<file path="src/rtl/display_scheduler_if.sv">
// display_scheduler_if: request/snapshot bus between the value sources, the scheduler and decodeshift.
interface display_scheduler_if #(parameter int DATA_W = 32);
  logic              enable;
  logic              req_a;
  logic              req_b;
  logic [DATA_W-1:0] src_a_data;
  logic [DATA_W-1:0] src_b_data;
  logic [DATA_W-1:0] cnt_out;
  logic              trigger;
  logic              ack_a;
  logic              ack_b;
  logic              grant_src;
  logic              busy;
  modport master (
    output enable, req_a, req_b, src_a_data, src_b_data,
    input  cnt_out, trigger, ack_a, ack_b, grant_src, busy
  );
  modport slave (
    input  enable, req_a, req_b, src_a_data, src_b_data,
    output cnt_out, trigger, ack_a, ack_b, grant_src, busy
  );
endinterface

</file>
<file path="src/rtl/display_scheduler.sv">
// display_scheduler: arbitrates two value sources plus a periodic refresh onto decodeshift, one frame at a time.
module display_scheduler #(
  parameter int DATA_W       = 32,
  parameter int SHIFT_CYCLES = 50,
  parameter int REFRESH_DIV  = 1000
) (
  input logic                clk,
  input logic                reset,
  display_scheduler_if.slave bus
);
  localparam int WW = $clog2(SHIFT_CYCLES);
  localparam int RW = $clog2(REFRESH_DIV);
  typedef enum logic [1:0] {IDLE, TRIG, WAIT} state_t;
  state_t            state_q, state_d;
  logic [WW-1:0]     wait_q, wait_d;
  logic [RW-1:0]     tmr_q, tmr_d;
  logic [DATA_W-1:0] cnt_q, cnt_d;
  logic              pa_q, pa_d, pb_q, pb_d, pr_q, pr_d;
  logic              grant_q, grant_d, last_q, last_d;
  logic              acka_q, acka_d, ackb_q, ackb_d;
  logic              start, sel, serve_a, serve_b, wrap;
  always_comb begin
    start   = state_q == IDLE && bus.enable && (pa_q || pb_q || pr_q);
    // a refresh with nothing pending re-sends whatever source was shown last
    sel     = (pa_q && pb_q) ? ~last_q : pa_q ? 1'b0 : pb_q ? 1'b1 : grant_q;
    serve_a = start && pa_q && !sel;
    serve_b = start && pb_q && sel;
    wrap    = tmr_q == RW'(REFRESH_DIV - 1);
    state_d = start ? TRIG :
              state_q == TRIG ? WAIT :
              (state_q == WAIT && wait_q == '0) ? IDLE : state_q;
    wait_d  = state_q == TRIG ? WW'(SHIFT_CYCLES - 1) :
              (state_q == WAIT && wait_q != '0) ? wait_q - 1'b1 : wait_q;
    tmr_d   = (start || wrap) ? '0 : tmr_q + 1'b1;
    pr_d    = !start && (pr_q || wrap);
    pa_d    = bus.req_a || (pa_q && !serve_a);
    pb_d    = bus.req_b || (pb_q && !serve_b);
    cnt_d   = start ? (sel ? bus.src_b_data : bus.src_a_data) : cnt_q;
    grant_d = start ? sel : grant_q;
    last_d  = start ? sel : last_q;
    acka_d  = serve_a;
    ackb_d  = serve_b;
  end
  always_ff @(posedge clk) begin
    if (!reset) begin
      state_q <= IDLE;
      wait_q  <= '0;
      tmr_q   <= '0;
      cnt_q   <= '0;
      pa_q    <= 1'b0;
      pb_q    <= 1'b0;
      pr_q    <= 1'b0;
      grant_q <= 1'b0;
      last_q  <= 1'b1;
      acka_q  <= 1'b0;
      ackb_q  <= 1'b0;
    end else begin
      state_q <= state_d;
      wait_q  <= wait_d;
      tmr_q   <= tmr_d;
      cnt_q   <= cnt_d;
      pa_q    <= pa_d;
      pb_q    <= pb_d;
      pr_q    <= pr_d;
      grant_q <= grant_d;
      last_q  <= last_d;
      acka_q  <= acka_d;
      ackb_q  <= ackb_d;
    end
  end
  assign bus.cnt_out   = cnt_q;
  assign bus.trigger   = state_q == TRIG;
  assign bus.ack_a     = acka_q;
  assign bus.ack_b     = ackb_q;
  assign bus.grant_src = grant_q;
  assign bus.busy      = state_q != IDLE;
endmodule

</file>
<file path="src/flat_wrapper.sv">
// flat-port wrapper written by rule: the top's interface ports become plain ports
module display_scheduler_flat 
#(
  parameter int DATA_W       = 32,
  parameter int SHIFT_CYCLES = 50,
  parameter int REFRESH_DIV  = 1000
)
  (clk, reset, bus_enable, bus_req_a, bus_req_b, bus_src_a_data, bus_src_b_data, bus_cnt_out, bus_trigger, bus_ack_a, bus_ack_b, bus_grant_src, bus_busy);
  display_scheduler_if #(.DATA_W(DATA_W)) bus_i ();
  input logic clk;
  input logic reset;
  input wire logic [$bits(bus_i.enable)-1:0] bus_enable;
  input wire logic [$bits(bus_i.req_a)-1:0] bus_req_a;
  input wire logic [$bits(bus_i.req_b)-1:0] bus_req_b;
  input wire logic [$bits(bus_i.src_a_data)-1:0] bus_src_a_data;
  input wire logic [$bits(bus_i.src_b_data)-1:0] bus_src_b_data;
  output wire logic [$bits(bus_i.cnt_out)-1:0] bus_cnt_out;
  output wire logic [$bits(bus_i.trigger)-1:0] bus_trigger;
  output wire logic [$bits(bus_i.ack_a)-1:0] bus_ack_a;
  output wire logic [$bits(bus_i.ack_b)-1:0] bus_ack_b;
  output wire logic [$bits(bus_i.grant_src)-1:0] bus_grant_src;
  output wire logic [$bits(bus_i.busy)-1:0] bus_busy;
  assign bus_i.enable = bus_enable;
  assign bus_i.req_a = bus_req_a;
  assign bus_i.req_b = bus_req_b;
  assign bus_i.src_a_data = bus_src_a_data;
  assign bus_i.src_b_data = bus_src_b_data;
  assign bus_cnt_out = bus_i.cnt_out;
  assign bus_trigger = bus_i.trigger;
  assign bus_ack_a = bus_i.ack_a;
  assign bus_ack_b = bus_i.ack_b;
  assign bus_grant_src = bus_i.grant_src;
  assign bus_busy = bus_i.busy;
  display_scheduler #(.DATA_W(DATA_W), .SHIFT_CYCLES(SHIFT_CYCLES), .REFRESH_DIV(REFRESH_DIV)) u_core (.clk(clk), .reset(reset), .bus(bus_i));
endmodule
</file>
<file path="config.mk">
export PLATFORM = sky130hd
export DESIGN_NAME = display_scheduler_flat
export DESIGN_NICKNAME = d
export VERILOG_FILES = /design/src/rtl/display_scheduler_if.sv /design/src/rtl/display_scheduler.sv /design/src/flat_wrapper.sv
export SDC_FILE = /design/constraint.sdc
export NUM_CORES = 1
export LEC_CHECK = 0
export BUFFER_PORTS_ARGS = -buffer_cell sky130_fd_sc_hd__buf_2
export CAP_MARGIN = 10
export CORE_MARGIN = 5
export CORE_UTILIZATION = 42
export CTS_CLUSTER_DIAMETER = 120
export CTS_CLUSTER_SIZE = 12
export DETAILED_ROUTE_END_ITERATION = 12
export GPL_ROUTABILITY_DRIVEN = 1
export PLACE_DENSITY = 0.77
export RECOVER_POWER = 50
export SYNTH_ARGS = -nofsm -noshare
export SYNTH_HDL_FRONTEND = slang
export SYNTH_SLANG_ARGS = --single-unit
</file>
<file path="constraint.sdc">
create_clock -name clk -period 2.2 [get_ports clk]
set_input_delay 0.22 -clock clk [delete_from_list [all_inputs] [get_ports clk]]
set_output_delay 0.22 -clock clk [all_outputs]
set_load 0.01 [all_outputs]
</file>
==> impl_metrics.csv <==
group,metric,value,unit
routing,wl_per_cell,13.21,um
floorplanning,pin_count,106,
layout,seq_area,0.001141,mm^2
cts,root_buffer,"clkbuf_8",
synth,synth_edf_count,0,
setup_path,arrival,1.96,ns
power,leakage,1.351,nW
routing,drt-total-wl,6355,um
floorplanning,start_util,0.4391,
layout,n_fill_cell,536,
floorplanning,core,0.005574,mm^2
floorplanning,die_area,0.007454,mm^2
synth,avgSynthCellArea,8.104,um^2
timing,max_freq,0.5775,GHz
timing,worst_pin_slew,0.7003,ns
place,finalWeightedCongestion,0.8224,
global_route,grt_max_degree,52,
synth,ys.flop_type,"dfxtp_1",
layout,antenna_cells,0,
routing,drt_iter0_drc,123,
timing,min_period_over_period,0.7871,
global_route,antenna_found_initial,0,
layout,finalNonFillerCells,481,
routing,vias_per_cell,5.158,
synth,yosysUniqueCellTypes,43,
layout,multi_input_area,0.001176,mm^2
cts,clock_sinks,57,
timing,relSlewSlack,0.5331,
layout,nNetsFinal,476,
flow_run,cap_viol_max_count,0,
synth,synth_fp_nets,374,
timing,tns,0,ns
cts,cts_tree,"yes",
floorplanning,std_cell_rows,27,
cts,cts_buffers,9,
timing,rsz0062_at_grt,"no",
synth,synth-async-reset-ratio,0,
timing,hold_viol,0,
cts,clockBufferDepth,2,
setup_path,cp-end-kind,"flop",
setup_path,worstSetupPathType,"reg2reg",
synth,ys_warn_count,0,
routing,drtPass1Iterations,4,
hold_path,min_path_type,"in2reg",
cts,postCtsSetupBuffers,0,
setup_path,cp.required,2.43,ns
layout,final_util,0.5701,
timing,final-max-slew-violation-count,0,
layout,drive_above_1_share,0.2347,
timing,setup_viol_count_final,0,
synth,syn_area,0.002447,mm^2
power,vdd_ir_drop_max,0.5828,mV
global_route,grt_overflow,0,
place,io_buffers,105,
synth,ys_seq_area_frac,0.4663,
global_route,grt_pass1_wl,10540,um
setup_path,critPathLaunchType,"flop",
cts,htree_levels,3,
status,status,"complete, no violations",
cts,path_clk_slew,0.06,ns
setup_path,path_max_fanout,51,
cts,cts_hold_buf,0,
synth,synthCells,302,
synth,yosys_register_bits,57,
hold_path,min_from,"bus_req_a",
place,place_hpwl,4575,um
routing,vias,2481,
floorplanning,die_w,86.34,um
place,dp_cells,465,
power,power.density,830.8,mW/mm^2
global_route,grt.total_usage,0.1791,
timing,period_needed,1.732,ns
layout,area_growth,29.86,%
cts,post_cts_resized,0,
setup_path,crit_path_start,"u_core.state_q[1]",
routing,drc,0,
timing,worst_clock_skew,0.004404,ns
floorplanning,dieHeight,86.34,um
routing,drtAntennaViolNets,0,
global_route,grt_pass1_vias,2341,
setup_path,r2r-start,"u_core.state_q[1]",
cts,worstSkewPairLatency,0.33,ns
[area by class of cell]
cell class / instances / share of cell area
Multi-Input combinational cell: 217 / 0.3701
Sequential cell: 57 / 0.3591
Timing Repair Buffer: 110 / 0.1665
Clock buffer: 14 / 0.05433
Tap cell: 72 / 0.02835
Clock inverter: 2 / 0.01102
Inverter: 9 / 0.01063
[cells in the final DEF, fill, tap and decap left out, types with 2 or more instances in the layout]
cell type / count
nand2_1: 73
buf_2: 70
dfxtp_1: 57
clkbuf_1: 37
o21ai_0: 33
a31oi_1: 32
nor2_1: 20
clkbuf_8: 12
inv_1: 8
a21oi_1: 8
nor3_1: 5
xnor2_1: 5
xor2_1: 5
nand4_1: 4
nand2b_1: 3
ha_1: 3
buf_4: 3
nand3_1: 2
nor4_1: 2
and2_1: 2
[per-stage QoR]
step                      hold slack, ns  setup WS, ns  instance area, um^2  total power, W
final                             0.1074        0.4685                 3178        0.002640
after detailed placement          0.4432        0.5393                 3023        0.001680
after floorplan                   0.3374        0.7006                 2447        0.001490
after global routing             0.09698        0.2830                 3178        0.002786
after CTS                        0.09626        0.5129                 3231        0.002683
after global placement            0.4299        0.6027                 3023        0.001668
[state kept, by name (all words and copies together) (netlist names)]
| name | flops |
|---|---|
| u_core.bus.ack_a | 1 |
| u_core.pr_q | 1 |
| u_core.bus.cnt_out | 32 |
| u_core.tmr_q | 10 |
| u_core.pb_q | 1 |
| u_core.pa_q | 1 |
| u_core.state_q | 2 |
| u_core.bus.ack_b | 1 |
| u_core.wait_q | 6 |
| u_core.last_q | 1 |
| u_core.bus.grant_src | 1 |
[critical path: stages, from the launching register on]
cell,delay (ns)
dfxtp_1,0.41
nor2_1,0.27
o311a_2,0.43
buf_12,0.25
a21oi_1,0.09
o21a_1,0.18
[routing by layer]
layer,routed length [um],track usage
met1,2604,0.2089
met3,430,0.07034
met4,224,0.07932
met2,3096,0.2900
met5,0,0
[worst paths after layout]
path	slack (ns)	cells past startpoint	to
setup / recovery	0.47	5	u_core.pb_q
hold / removal	0.11	3	u_core.pa_q
setup reg to reg	0.47	5	u_core.pb_q
hold reg to reg	0.46	1	u_core.tmr_q[0]
[power breakdown]
part / total, W / switching (W) / internal [W]
registers: 0.00117 / 0.0000537 / 0.00112
clock network: 0.00100 / 0.000386 / 0.000615
logic: 0.000470 / 0.000280 / 0.000190
total: 0.00264 / 0.000719 / 0.00192
[cell families (layout without fill, tap and decap cells)]
logic type               count (synthesis)  count (layout)  synth area share
multiplexers                             1               1          0.004090
AND/OR/NAND/NOR                        116             116            0.2050
XOR/XNOR                                10              10           0.03579
AO/OA/AOI/OAI                           87              87            0.2224
buffers and inverters                   28             135           0.05112
flip-flops                              57              57            0.4663
adder cells (fa/ha/maj)                  3               3           0.01534
[synthesized netlist by cell type (2+ instances only)]
cell type	number	area, um^2
dfxtp_1	57	1141
xor2_1	5	43.79
a31oi_1	32	200.2
clkbuf_1	3	11.26
nor4_1	2	12.51
and2_1	2	12.51
buf_1	2	7.510
ha_1	3	37.54
inv_1	8	30.03
nand2_1	73	274.0
nand3_1	2	10.01
nand2b_1	3	18.77
buf_2	13	65.06
nor2_1	19	71.32
o21ai_0	33	165.2
a21oi_1	7	35.03
xnor2_1	5	43.79
nand4_1	4	25.02
nor3_1	5	25.02
Note: power is estimated with default switching activity, not from simulation.
